[src/rtl/btn_conditioner.sv]
// Button/joystick input conditioner: sync, debounce, polarity-normalise, press/release/long strobes.
// Optional auto-repeat of press_pulse on REPEAT_MASK channels when BTN_AUTOREPEAT_EN is defined.
module btn_conditioner #(
  parameter int unsigned      N_BTN           = 6,
  parameter logic [N_BTN-1:0] ACTIVE_LOW_MASK = 6'b001000,
  parameter int unsigned      DEBOUNCE_CYCLES = 1000000,
  parameter int unsigned      LONG_CYCLES     = 250000000,
  parameter logic [N_BTN-1:0] REPEAT_MASK     = 6'b110000,
  parameter int unsigned      REPEAT_DELAY    = 25000000,
  parameter int unsigned      REPEAT_PERIOD   = 5000000
) (
  input  logic             clk,
  input  logic             rst,
  input  logic [N_BTN-1:0] btn_raw,
  output logic [N_BTN-1:0] pressed,
  output logic [N_BTN-1:0] press_pulse,
  output logic [N_BTN-1:0] release_pulse,
  output logic [N_BTN-1:0] long_pulse,
  output logic [N_BTN-1:0] long_held
);

  localparam int unsigned DEB_W  = $clog2(DEBOUNCE_CYCLES) + 1;
  localparam int unsigned HOLD_W = $clog2(LONG_CYCLES) + 1;

  localparam logic [DEB_W-1:0]  DEB_LAST  = DEB_W'(DEBOUNCE_CYCLES - 1);
  // hold_cnt lands on LONG_CYCLES-1 in the same cycle long_pulse is seen
  localparam logic [HOLD_W-1:0] HOLD_LAST = HOLD_W'(LONG_CYCLES - 2);

  typedef enum logic [2:0] {
    IDLE      = 3'd0,
    DEB_PRESS = 3'd1,
    HELD      = 3'd2,
    LONG      = 3'd3,
    DEB_REL   = 3'd4
  } state_t;

  logic [N_BTN-1:0] sync_q1;
  logic [N_BTN-1:0] sync_q2;

  // Normalise to active-high, then two-flop synchroniser
  always_ff @(posedge clk or posedge rst) begin
    if (rst) begin
      sync_q1 <= '0;
      sync_q2 <= '0;
    end else begin
      sync_q1 <= btn_raw ^ ACTIVE_LOW_MASK;
      sync_q2 <= sync_q1;
    end
  end

`ifndef BTN_AUTOREPEAT_EN
  logic unused_repeat;
  assign unused_repeat = ^{REPEAT_MASK, 32'(REPEAT_DELAY), 32'(REPEAT_PERIOD)};
`endif

  for (genvar i = 0; i < N_BTN; i++) begin : g_ch
    state_t            state_q, state_d;
    logic [DEB_W-1:0]  deb_q, deb_d;
    logic [HOLD_W-1:0] hold_q, hold_d;
    logic              pressed_q, pressed_d;
    logic              press_q, press_d;
    logic              release_q, release_d;
    logic              long_q, long_d;
    logic              long_held_q, long_held_d;
    logic              rep_fire_c;
    logic              s;

    assign s = sync_q2[i];

    always_ff @(posedge clk or posedge rst) begin
      if (rst) begin
        state_q     <= IDLE;
        deb_q       <= '0;
        hold_q      <= '0;
        pressed_q   <= 1'b0;
        press_q     <= 1'b0;
        release_q   <= 1'b0;
        long_q      <= 1'b0;
        long_held_q <= 1'b0;
      end else begin
        state_q     <= state_d;
        deb_q       <= deb_d;
        hold_q      <= hold_d;
        pressed_q   <= pressed_d;
        press_q     <= press_d | rep_fire_c;
        release_q   <= release_d;
        long_q      <= long_d;
        long_held_q <= long_held_d;
      end
    end

    // Channel FSM: debounce both edges, time the hold, freeze hold_cnt while release is pending
    always_comb begin
      state_d     = state_q;
      deb_d       = deb_q;
      hold_d      = hold_q;
      pressed_d   = pressed_q;
      long_held_d = long_held_q;
      press_d     = 1'b0;
      release_d   = 1'b0;
      long_d      = 1'b0;
      unique case (state_q)
        IDLE: begin
          if (s) begin
            state_d = DEB_PRESS;
            deb_d   = DEB_W'(1);
          end
        end
        DEB_PRESS: begin
          if (!s) begin
            state_d = IDLE;
            deb_d   = '0;
          end else if (deb_q == DEB_LAST) begin
            state_d   = HELD;
            deb_d     = '0;
            hold_d    = '0;
            pressed_d = 1'b1;
            press_d   = 1'b1;
          end else begin
            deb_d = deb_q + DEB_W'(1);
          end
        end
        HELD: begin
          if (!s) begin
            state_d = DEB_REL;
            deb_d   = DEB_W'(1);
          end else begin
            hold_d = hold_q + HOLD_W'(1);
            if (hold_q == HOLD_LAST) begin
              state_d     = LONG;
              long_d      = 1'b1;
              long_held_d = 1'b1;
            end
          end
        end
        LONG: begin
          if (!s) begin
            state_d = DEB_REL;
            deb_d   = DEB_W'(1);
          end
        end
        DEB_REL: begin
          if (s) begin
            state_d = long_held_q ? LONG : HELD;
            deb_d   = '0;
          end else if (deb_q == DEB_LAST) begin
            state_d     = IDLE;
            deb_d       = '0;
            hold_d      = '0;
            pressed_d   = 1'b0;
            long_held_d = 1'b0;
            release_d   = 1'b1;
          end else begin
            deb_d = deb_q + DEB_W'(1);
          end
        end
        default: begin
          state_d = IDLE;
          deb_d   = '0;
          hold_d  = '0;
        end
      endcase
    end

`ifdef BTN_AUTOREPEAT_EN
    if (REPEAT_MASK[i]) begin : g_rep
      localparam int unsigned REP_MAX = (REPEAT_DELAY > REPEAT_PERIOD) ? REPEAT_DELAY : REPEAT_PERIOD;
      localparam int unsigned REP_W   = $clog2(REP_MAX) + 1;

      logic [REP_W-1:0] rep_q, rep_d;
      logic             first_q, first_d;
      logic             fire_c;

      always_ff @(posedge clk or posedge rst) begin
        if (rst) begin
          rep_q   <= '0;
          first_q <= 1'b1;
        end else begin
          rep_q   <= rep_d;
          first_q <= first_d;
        end
      end

      // Counts cycles since the last press strobe; paused while a release is being debounced
      always_comb begin
        rep_d   = rep_q;
        first_d = first_q;
        fire_c  = 1'b0;
        if (state_q == IDLE || state_q == DEB_PRESS) begin
          rep_d   = '0;
          first_d = 1'b1;
        end else if ((state_q == HELD || state_q == LONG) && s) begin
          if (rep_q == (first_q ? REP_W'(REPEAT_DELAY - 1) : REP_W'(REPEAT_PERIOD - 1))) begin
            fire_c  = 1'b1;
            rep_d   = '0;
            first_d = 1'b0;
          end else begin
            rep_d = rep_q + REP_W'(1);
          end
        end
      end

      assign rep_fire_c = fire_c;
    end else begin : g_norep
      assign rep_fire_c = 1'b0;
    end
`else
    assign rep_fire_c = 1'b0;
`endif

    assign pressed[i]       = pressed_q;
    assign press_pulse[i]   = press_q;
    assign release_pulse[i] = release_q;
    assign long_pulse[i]    = long_q;
    assign long_held[i]     = long_held_q;
  end

endmodule
[config.mk]
export PLATFORM = sky130hd
export DESIGN_NAME = btn_conditioner
export DESIGN_NICKNAME = d
export VERILOG_FILES = /design/src/rtl/btn_conditioner.sv
export SDC_FILE = /design/constraint.sdc
export NUM_CORES = 1
export LEC_CHECK = 0
export CAP_MARGIN = 25
export CORE_MARGIN = 2
export CORE_UTILIZATION = 58
export CTS_CLUSTER_SIZE = 12
export DETAILED_ROUTE_END_ITERATION = 10
export DONT_BUFFER_PORTS = 1
export PLACE_DENSITY = 0.76
export RECOVER_POWER = 50
export SETUP_SLACK_MARGIN = 0.1
export SLEW_MARGIN = 0
export SYNTH_ARGS = -nofsm -noshare
export SYNTH_HDL_FRONTEND = slang
export SYNTH_SLANG_ARGS = --single-unit
[constraint.sdc]
create_clock -name clk -period 11.7 [get_ports clk]
set_input_delay 1.755 -clock clk [delete_from_list [all_inputs] [get_ports clk]]
set_output_delay 1.755 -clock clk [all_outputs]
set_load 0.1 [all_outputs]
; Word level (Yosys, flattened, before mapping)
; Cells that the tools add are included.
; W data, S select, Z words.
[op_classes]
n_eq_ne = 108
add_sub_neg = 12
n_reduce_logical = 60
n_mux = 222
bitwise = 7
[op_table]
columns = operator, count
row1 = $mux W29, 24
row2 = $pmux W29 S4, 6
row3 = $mux W21, 30
row4 = $pmux W21 S4, 6
row5 = $add A29 B1 Y29 const B, 6
row6 = $eq A29 B28 Y1 const B, 6
row7 = $mux W3, 48
row8 = $add A21 B1 Y21 const B, 6
row9 = $eq A21 B20 Y1 const B, 6
row10 = $ne A2 B2 Y1 const B, 54
row11 = $mux W1, 90
row12 = $pmux W3 S5, 6
row13 = $reduce_and A5 Y1, 18
row14 = $ne A3 B3 Y1 const B, 18
row15 = $eq A3 B2 Y1 const B, 12
row16 = $pmux W1 S2, 12
row17 = $reduce_and A4 Y1, 6
row18 = $reduce_bool A2 Y1, 12
row19 = $reduce_or A2 Y1, 12
row20 = $eq A3 B1 Y1 const B, 6
row21 = $eq A3 B3 Y1 const B, 6
row22 = $logic_not A3 Y1, 6
row23 = $reduce_and A2 Y1, 6
row24 = $not A1 Y1, 7
[word_totals]
in_bits = 8
ff_bits = 360
output_inout_bits = 30
wordCells = 459

; Longest topological paths before layout
; Gate-level depths: netlist (run 1).
[depth]
word_depth = 4
mapped_depth = 9
mapped_depth_nobuf = 8

; Worst setup path before layout (run 1)
; Ideal clock, no wire load.
[synth_path]
path_type = register to output
start = register g_ch[2].long_held_q
end = output port long_held[2]
arrival_ns = 0.624
path_buffers = 1
path_slack_ns = 9.321
stages_incl_launch_ff = 2
path_cell_list = dfrtp_1 -> buf_4
[synth_rtl]
columns = element, line
row1 = "start, declared", 64  ; logic long_held_q, long_held_d;
row2 = "start signal, assigned", 88  ; long_held_q <= long_held_d;
row3 = "end, declared", 19  ; output logic [N_BTN-1:0] long_held
; No word-level cell between the ends.

==> impl_results.md, run 1 <==
* Post-synth EDFFs at 0
* Arrival @ worst endpoint at 7.09 ns
* CP Launch Type: input port
* CP max-delay cell: clkbuf_2
* Flop pwr share at 0.479
* Root Driver: clkbuf_16
* CTS tree: built
* Wire length per cell at 15.6 µm
* FILL cells at 2733
* Sw Share at 0.246
* Max Slew Vio Count at 258
* Gr usage total at 0.234
* Fin cells at 2625
* Crit-path leading delay family: buffers and inverters
* Core area at 33400 µm²
* Sink Count at 360
* Max-cap violations at 2
* Synth warn at 0
* Period minus WS final at 6.55 ns
* Mean Syn Cell Area at 8.78 µm²
* Area contributors post-synth: dfrtp_1, o21ai_0, nor2_1, nand2_1, nand3_1
* Initial antenna violation count at 0
* Global-route wire length before repair at 71500 µm
* Pin count of the biggest net entering global routing at 192
* RSZ-0062 raised after global routing: no
* Total wire length at 41000 µm
* Buffer levels on the longest clock path at 3
* Worst path buffer plus inverter count at 3
* Power share of the combinational group at 0.068
* Most used DFF post-synth: dfrtp_1
* CP Class: in2async
* Most frequent cell after synthesis: dfrtp_1
* Avg Vias per Cell at 6.21
* Seq/Total Area, Yosys at 0.459
* Remaining antenna violation count at 0
* Mapped Cells at 2233
* Number of global-route vias before repair at 15400
* Post-Synth Adder-Cell Area at 0.0115
* Met3 wire length at 1730 µm
* Synthesized cell area at 19600 µm²
* Gpl congestion at 0.847
* Main combinational cell family by area after synthesis: simple AND/OR/NAND/NOR gates
* Hold Buf Count CTS at 0
* Final Hold Viols at 0
* Die height at 188 µm
* Area grow syn2layout at 6.32%
* Peak VDD IR at 0.113 mV
* PD cells at 132 nW/µm²
* DR iter-0 viols at 1298
* Distinct cells, synth at 78
* Slew margin rel. at -2.07
* Tcrit/Tclk final at 0.560
* Site Rows at 67
* Post-synth ARST share at 1.00
* Placed cell areas at 19600 µm²
* Worst Skew at 0.00838 ns
* Syn Nets at 2259
* Multiplexer share of the synthesized area at 0.00319
* CTS H-tree depth at 2
* Max Freq at 153 MHz
* Io pins at 38
* Post-CTS Setup Repair Bufs at 0
* DIE WIDTH at 188 µm
* Worst skew pair latency at 0.55 ns
* Clock Power Share at 0.452
* Setup WS pre-CTS at 7.56 ns
* Worst slew pin tran at 4.61 ns
* Antenna diodes at 0
* Leakage power at 8.57 nW
* Initial core utilization at 0.586
* Critical path peak fanout at 191
* Top cell type by total area after synthesis: dfrtp_1
* Xor and xnor fraction of the mapped netlist area at 0.0478
* TritonCTS Buffers at 40
* CP Data Required Time at 12.24 ns
* Router iterations before antenna repair at 7
* Int Pwr at 2.08 mW
* Status: complete, but fails checks
* Synth Register Bits at 360
* Min-delay worst type: reg2reg
* Total gr overflow at 0
* Register area at 9010 µm²
* Top Metal Used: met4
* Worst setup margin at 5.15 ns
* Final setup fails at 0
* Max FFs per register at 174
* CTS clk-pin slew, worst paths at 0.06 ns
* Sw power at 678 µW
* Area taken by multi-input logic gates at 9740 µm²
* Cell total after placement at 2552
* Met2 wire len at 19300 µm
* Post-Route Setup TNS at 0 ns
* Port bufs at 0
* Yosys top cell area share at 0.459
* Nets at 2175
* Critical-path cell list: clkinvlp_2, clkbuf_2, buf_4
* Final instance area at 20900 µm²
* Simple-Gate Fraction of Synth Area at 0.264
* Vias at 16300
* Largest registers: g_ch.hold_q x174, g_ch.deb_q x126, g_ch.state_q x18
* Most flops, register: g_ch.hold_q
* Post-DP HPWL at 26000 µm
* Met1 wire length at 19200 µm
* PostCTS Resize Cnt at 0
* Top cell types by occurrence after synthesis: dfrtp_1, nor2_1, o21ai_0
* Die area at 35300 µm²
* Violated checks: capacitance limit, slew limit
* Compound-gate portion of the synthesized area at 0.174
* DRC Markers at 0
* Setup crit end kind: asynchronous set/reset pin
* CP max stage delay at 3.25 ns
* Share of layout cells above drive strength 1 at 0.0455
[final cells by class]
type / instances / share of cell area
clock buffers: 62 / 0.0597
well taps: 448 / 0.0269
repair buffers: 12 / 0.00444
multi-input cells: 1697 / 0.467
flip-flops and latches: 360 / 0.432
inverters: 38 / 0.00690
clock inverters: 8 / 0.00312
[logic make-up after synthesis]
logic type | after synthesis
mux | 6
xor+xnor | 107
buf+inv | 176
simple gates | 1008
fa+ha+maj | 18
flops | 360
compound gates | 558
[per-stage QoR]
| step | utilization | hold slack, ns | power (mW) |
|---|---|---|---|
| 3_5_place_dp | 0.587 | 0.337 | 1.54 |
| 4_1_cts | 0.626 | 0.347 | 2.80 |
| 2_1_floorplan | - | 0.331 | 1.50 |
| 6_report | 0.623 | 0.345 | 2.76 |
| 5_1_grt | 0.623 | 0.355 | 2.88 |
| 3_3_place_gp | 0.586 | 0.333 | 1.53 |
[path summary, 6_finish.rpt]
kind / start / to / slack [ns] / depth (start not counted)
setup / recovery: rst / g_ch[4].press_q$_DFF_PP0_ / 5.15 / 3
hold / removal: sync_q1[2]$_DFF_PP0_ / sync_q2[2]$_DFF_PP0_ / 0.34 / 0
setup reg to reg: g_ch[5].deb_q[0]$_DFFE_PP0P_ / g_ch[5].deb_q[15]$_DFFE_PP0P_ / 8.29 / 7
hold reg to reg: sync_q1[2]$_DFF_PP0_ / sync_q2[2]$_DFF_PP0_ / 0.34 / 0
max in group clk: g_ch[5].deb_q[0]$_DFFE_PP0P_ / g_ch[5].deb_q[15]$_DFFE_PP0P_ / 8.29 / 7
min in group asynchronous: rst / g_ch[1].deb_q[19]$_DFFE_PP0P_ / 1.38 / 1
[power groups by stage]
stage / Clock [mW] / Sequential, mW / Combinational [mW]
2_1_floorplan: 0 / 1.31 / 0.184
5_1_grt: 1.33 / 1.33 / 0.218
4_1_cts: 1.28 / 1.32 / 0.195
3_5_place_dp: 0 / 1.34 / 0.194
6_report: 1.25 / 1.32 / 0.189
3_3_place_gp: 0 / 1.34 / 0.190
[cell usage in the layout (no fill, tap or decap), types with 8 or more instances in the layout]
cell	synthesis	final
o41ai_1	17	18
o21ai_0	253	254
xnor2_1	56	56
nor2b_1	27	27
nor3_1	53	54
and4_1	26	26
or3_1	21	21
clkbuf_8	0	14
o31ai_1	50	50
or4_1	9	9
a21oi_1	77	79
a41oi_1	10	10
clkbuf_16	0	41
dfrtp_1	360	360
inv_1	38	37
nor2_1	267	267
nand3_1	113	113
xor2_1	51	51
a21o_1	12	12
ha_1	18	18
nand3b_1	8	8
and2_1	17	14
nor3b_1	9	9
nor4b_1	17	17
and3_1	64	64
nand4_1	77	77
a31oi_1	75	75
nand2_1	214	214
nor4_1	25	27
nand2b_1	18	18
clkbuf_1	92	11
[layer usage]
metal,vias up,track usage
met2,334,0.381
li1,7935,-
met1,7983,0.327
met4,0,0.0648
met5,-,0
met3,62,0.0393
(Power assumes the default switching activity.)
==> inputs of run 2 (changes only) <==
Clock period 11.7 ns to 5.9 ns, I/O delays scaled along.
==> run 2 against run 1 <==
The flow still finishes with violations (capacitance limit, slew limit). Sequential power grew 98%. Clock skew up 0.015 ns. Final cell count is essentially flat. Core utilization is 0.19 points higher. Die area did not move.
==> impl_results.md, run 2 (synthesis gave the netlist of run 1 again) <==
* Status: complete, but fails checks
* Violated checks: capacitance limit, slew limit
* Period minus WS final at 3.72 ns
* Initial antenna violation count at 0
* PD cells at 263 nW/µm²
* Gr usage total at 0.237
* Total wire length at 41300 µm
* CTS H-tree depth at 2
* Arrival @ worst endpoint at 3.82 ns
* CTS clk-pin slew, worst paths at 0.06 ns
* Vias at 16300
* Gpl congestion at 0.864
* Port bufs at 0
* Total gr overflow at 0
* Most frequent cells in the layout: dfrtp_1, nor2_1, o21ai_0
* Post-DP HPWL at 26200 µm
* PostCTS Resize Cnt at 0
* RSZ-0062 raised after global routing: no
* Share of layout cells above drive strength 1 at 0.0487
* CP Data Required Time at 6.00 ns
* Wire length per cell at 15.7 µm
* Most frequent standard cell in the layout excluding fill and tap cells: dfrtp_1
* Slew margin rel. at -0.691
* Area taken by multi-input logic gates at 9770 µm²
* Buffer levels on the longest clock path at 3
* CP Launch Type: input port
* Sink Count at 360
* Pin count of the biggest net entering global routing at 185
* Critical path peak fanout at 184
* Router iterations before antenna repair at 7
* Critical-path cell list: clkinvlp_2, clkbuf_4
* Initial core utilization at 0.586
* Site Rows at 67
* Core area at 33400 µm²
* Global-route wire length before repair at 72700 µm
* DIE WIDTH at 188 µm
* Avg Vias per Cell at 6.21
* Die area at 35300 µm²
* CP max stage delay at 1.91 ns
* Peak VDD IR at 0.236 mV
* CTS tree: built
* CP Class: in2async
* Die height at 188 µm
* Max Freq at 269 MHz
* TritonCTS Buffers at 41
* Worst path buffer plus inverter count at 2
* Worst Skew at 0.0233 ns
* Final Hold Viols at 0
* Register area at 9010 µm²
* Io pins at 38
* Post-CTS Setup Repair Bufs at 0
* Tcrit/Tclk final at 0.630
* Antenna diodes at 0
* Max FFs per register at 174
* Crit-path leading delay family: buffers and inverters
* Worst skew pair latency at 0.55 ns
* Post-Route Setup TNS at 0 ns
* Worst slew pin tran at 2.54 ns
* Hold slack final at 0.339 ns
* Max-cap violations at 1
* Largest registers: g_ch.hold_q x174, g_ch.deb_q x126, g_ch.state_q x18
* DR iter-0 viols at 1279
* CP max-delay cell: clkbuf_4
* Nets at 2176
* Min-delay worst type: reg2reg
* Area grow syn2layout at 6.65%
* Root Driver: clkbuf_16
* Remaining antenna violation count at 0
* Final setup fails at 0
* FILL cells at 2735
* Max Slew Vio Count at 185
* Hold Buf Count CTS at 0
* DRC Markers at 0
* Most flops, register: g_ch.hold_q
* Leakage power at 8.59 nW
* Number of global-route vias before repair at 15500
* Setup crit end kind: asynchronous set/reset pin
run 2: changes by cell type in the layout (fill, tap and decap cells not counted), sizes merged:
cell	before	now
buf	7	10
clkbuf	67	65
clkinv	7	5
inv	37	39
run 2: final timing paths:
kind	depth (start not counted)	from	slack, ns	end
setup / recovery	2	rst	2.18	g_ch[5].hold_q[22]$_DFFE_PP0P_
hold / removal	0	sync_q1[2]$_DFF_PP0_	0.34	sync_q2[2]$_DFF_PP0_
setup reg to reg	7	g_ch[5].deb_q[0]$_DFFE_PP0P_	2.75	g_ch[5].deb_q[7]$_DFFE_PP0P_
hold reg to reg	0	sync_q1[2]$_DFF_PP0_	0.34	sync_q2[2]$_DFF_PP0_
max in group clk	7	g_ch[5].deb_q[0]$_DFFE_PP0P_	2.75	g_ch[5].deb_q[7]$_DFFE_PP0P_
min in group asynchronous	1	rst	0.51	g_ch[0].long_q$_DFF_PP0_
run 2: where the power goes:
group	leakage, nW	switching (mW)	total, mW	internal [mW]
Sequential	4.97	0.106	2.62	2.52
Clock	0.652	1.01	2.49	1.48
Combinational	2.97	0.260	0.390	0.131
run 2: layout make-up:
| cell class | instances | share of cell area |
|---|---|---|
| repair buffers | 12 | 0.00598 |
| clock buffers | 63 | 0.0592 |
| multi-input cells | 1697 | 0.467 |
| inverters | 38 | 0.00688 |
| clock inverters | 8 | 0.00347 |
| flip-flops and latches | 360 | 0.431 |
| well taps | 448 | 0.0268 |
run 2: through the flow:
step,utilization,setup WS (ns),cell area [µm²],total power [mW],cells
finish,0.625,2.18,20900,5.50,2626
detailed placement,0.586,3.05,19600,3.05,2550
global placement,0.586,3.15,19600,3.04,2549
floorplan,-,0.189,19600,2.97,2233
CTS,0.625,3.03,20900,5.56,2621
global route,0.625,1.51,20900,5.73,2626
run 2: layer usage:
layer	up-vias	global-route usage	wire, µm
li1	7931	-	-
met1	7973	0.340	19700
met2	349	0.381	19200
met3	59	0.0311	1690
met4	0	0.0624	728
met5	-	0	0
run 2: worst register-to-register path: cells and delay by family (launching register included):
family	cells	cell delay, ns
AND/OR/NAND/NOR	4	1.36
AO/OA/AOI/OAI	2	0.98
flip-flops	1	0.42
adder cells (fa/ha/maj)	1	0.23
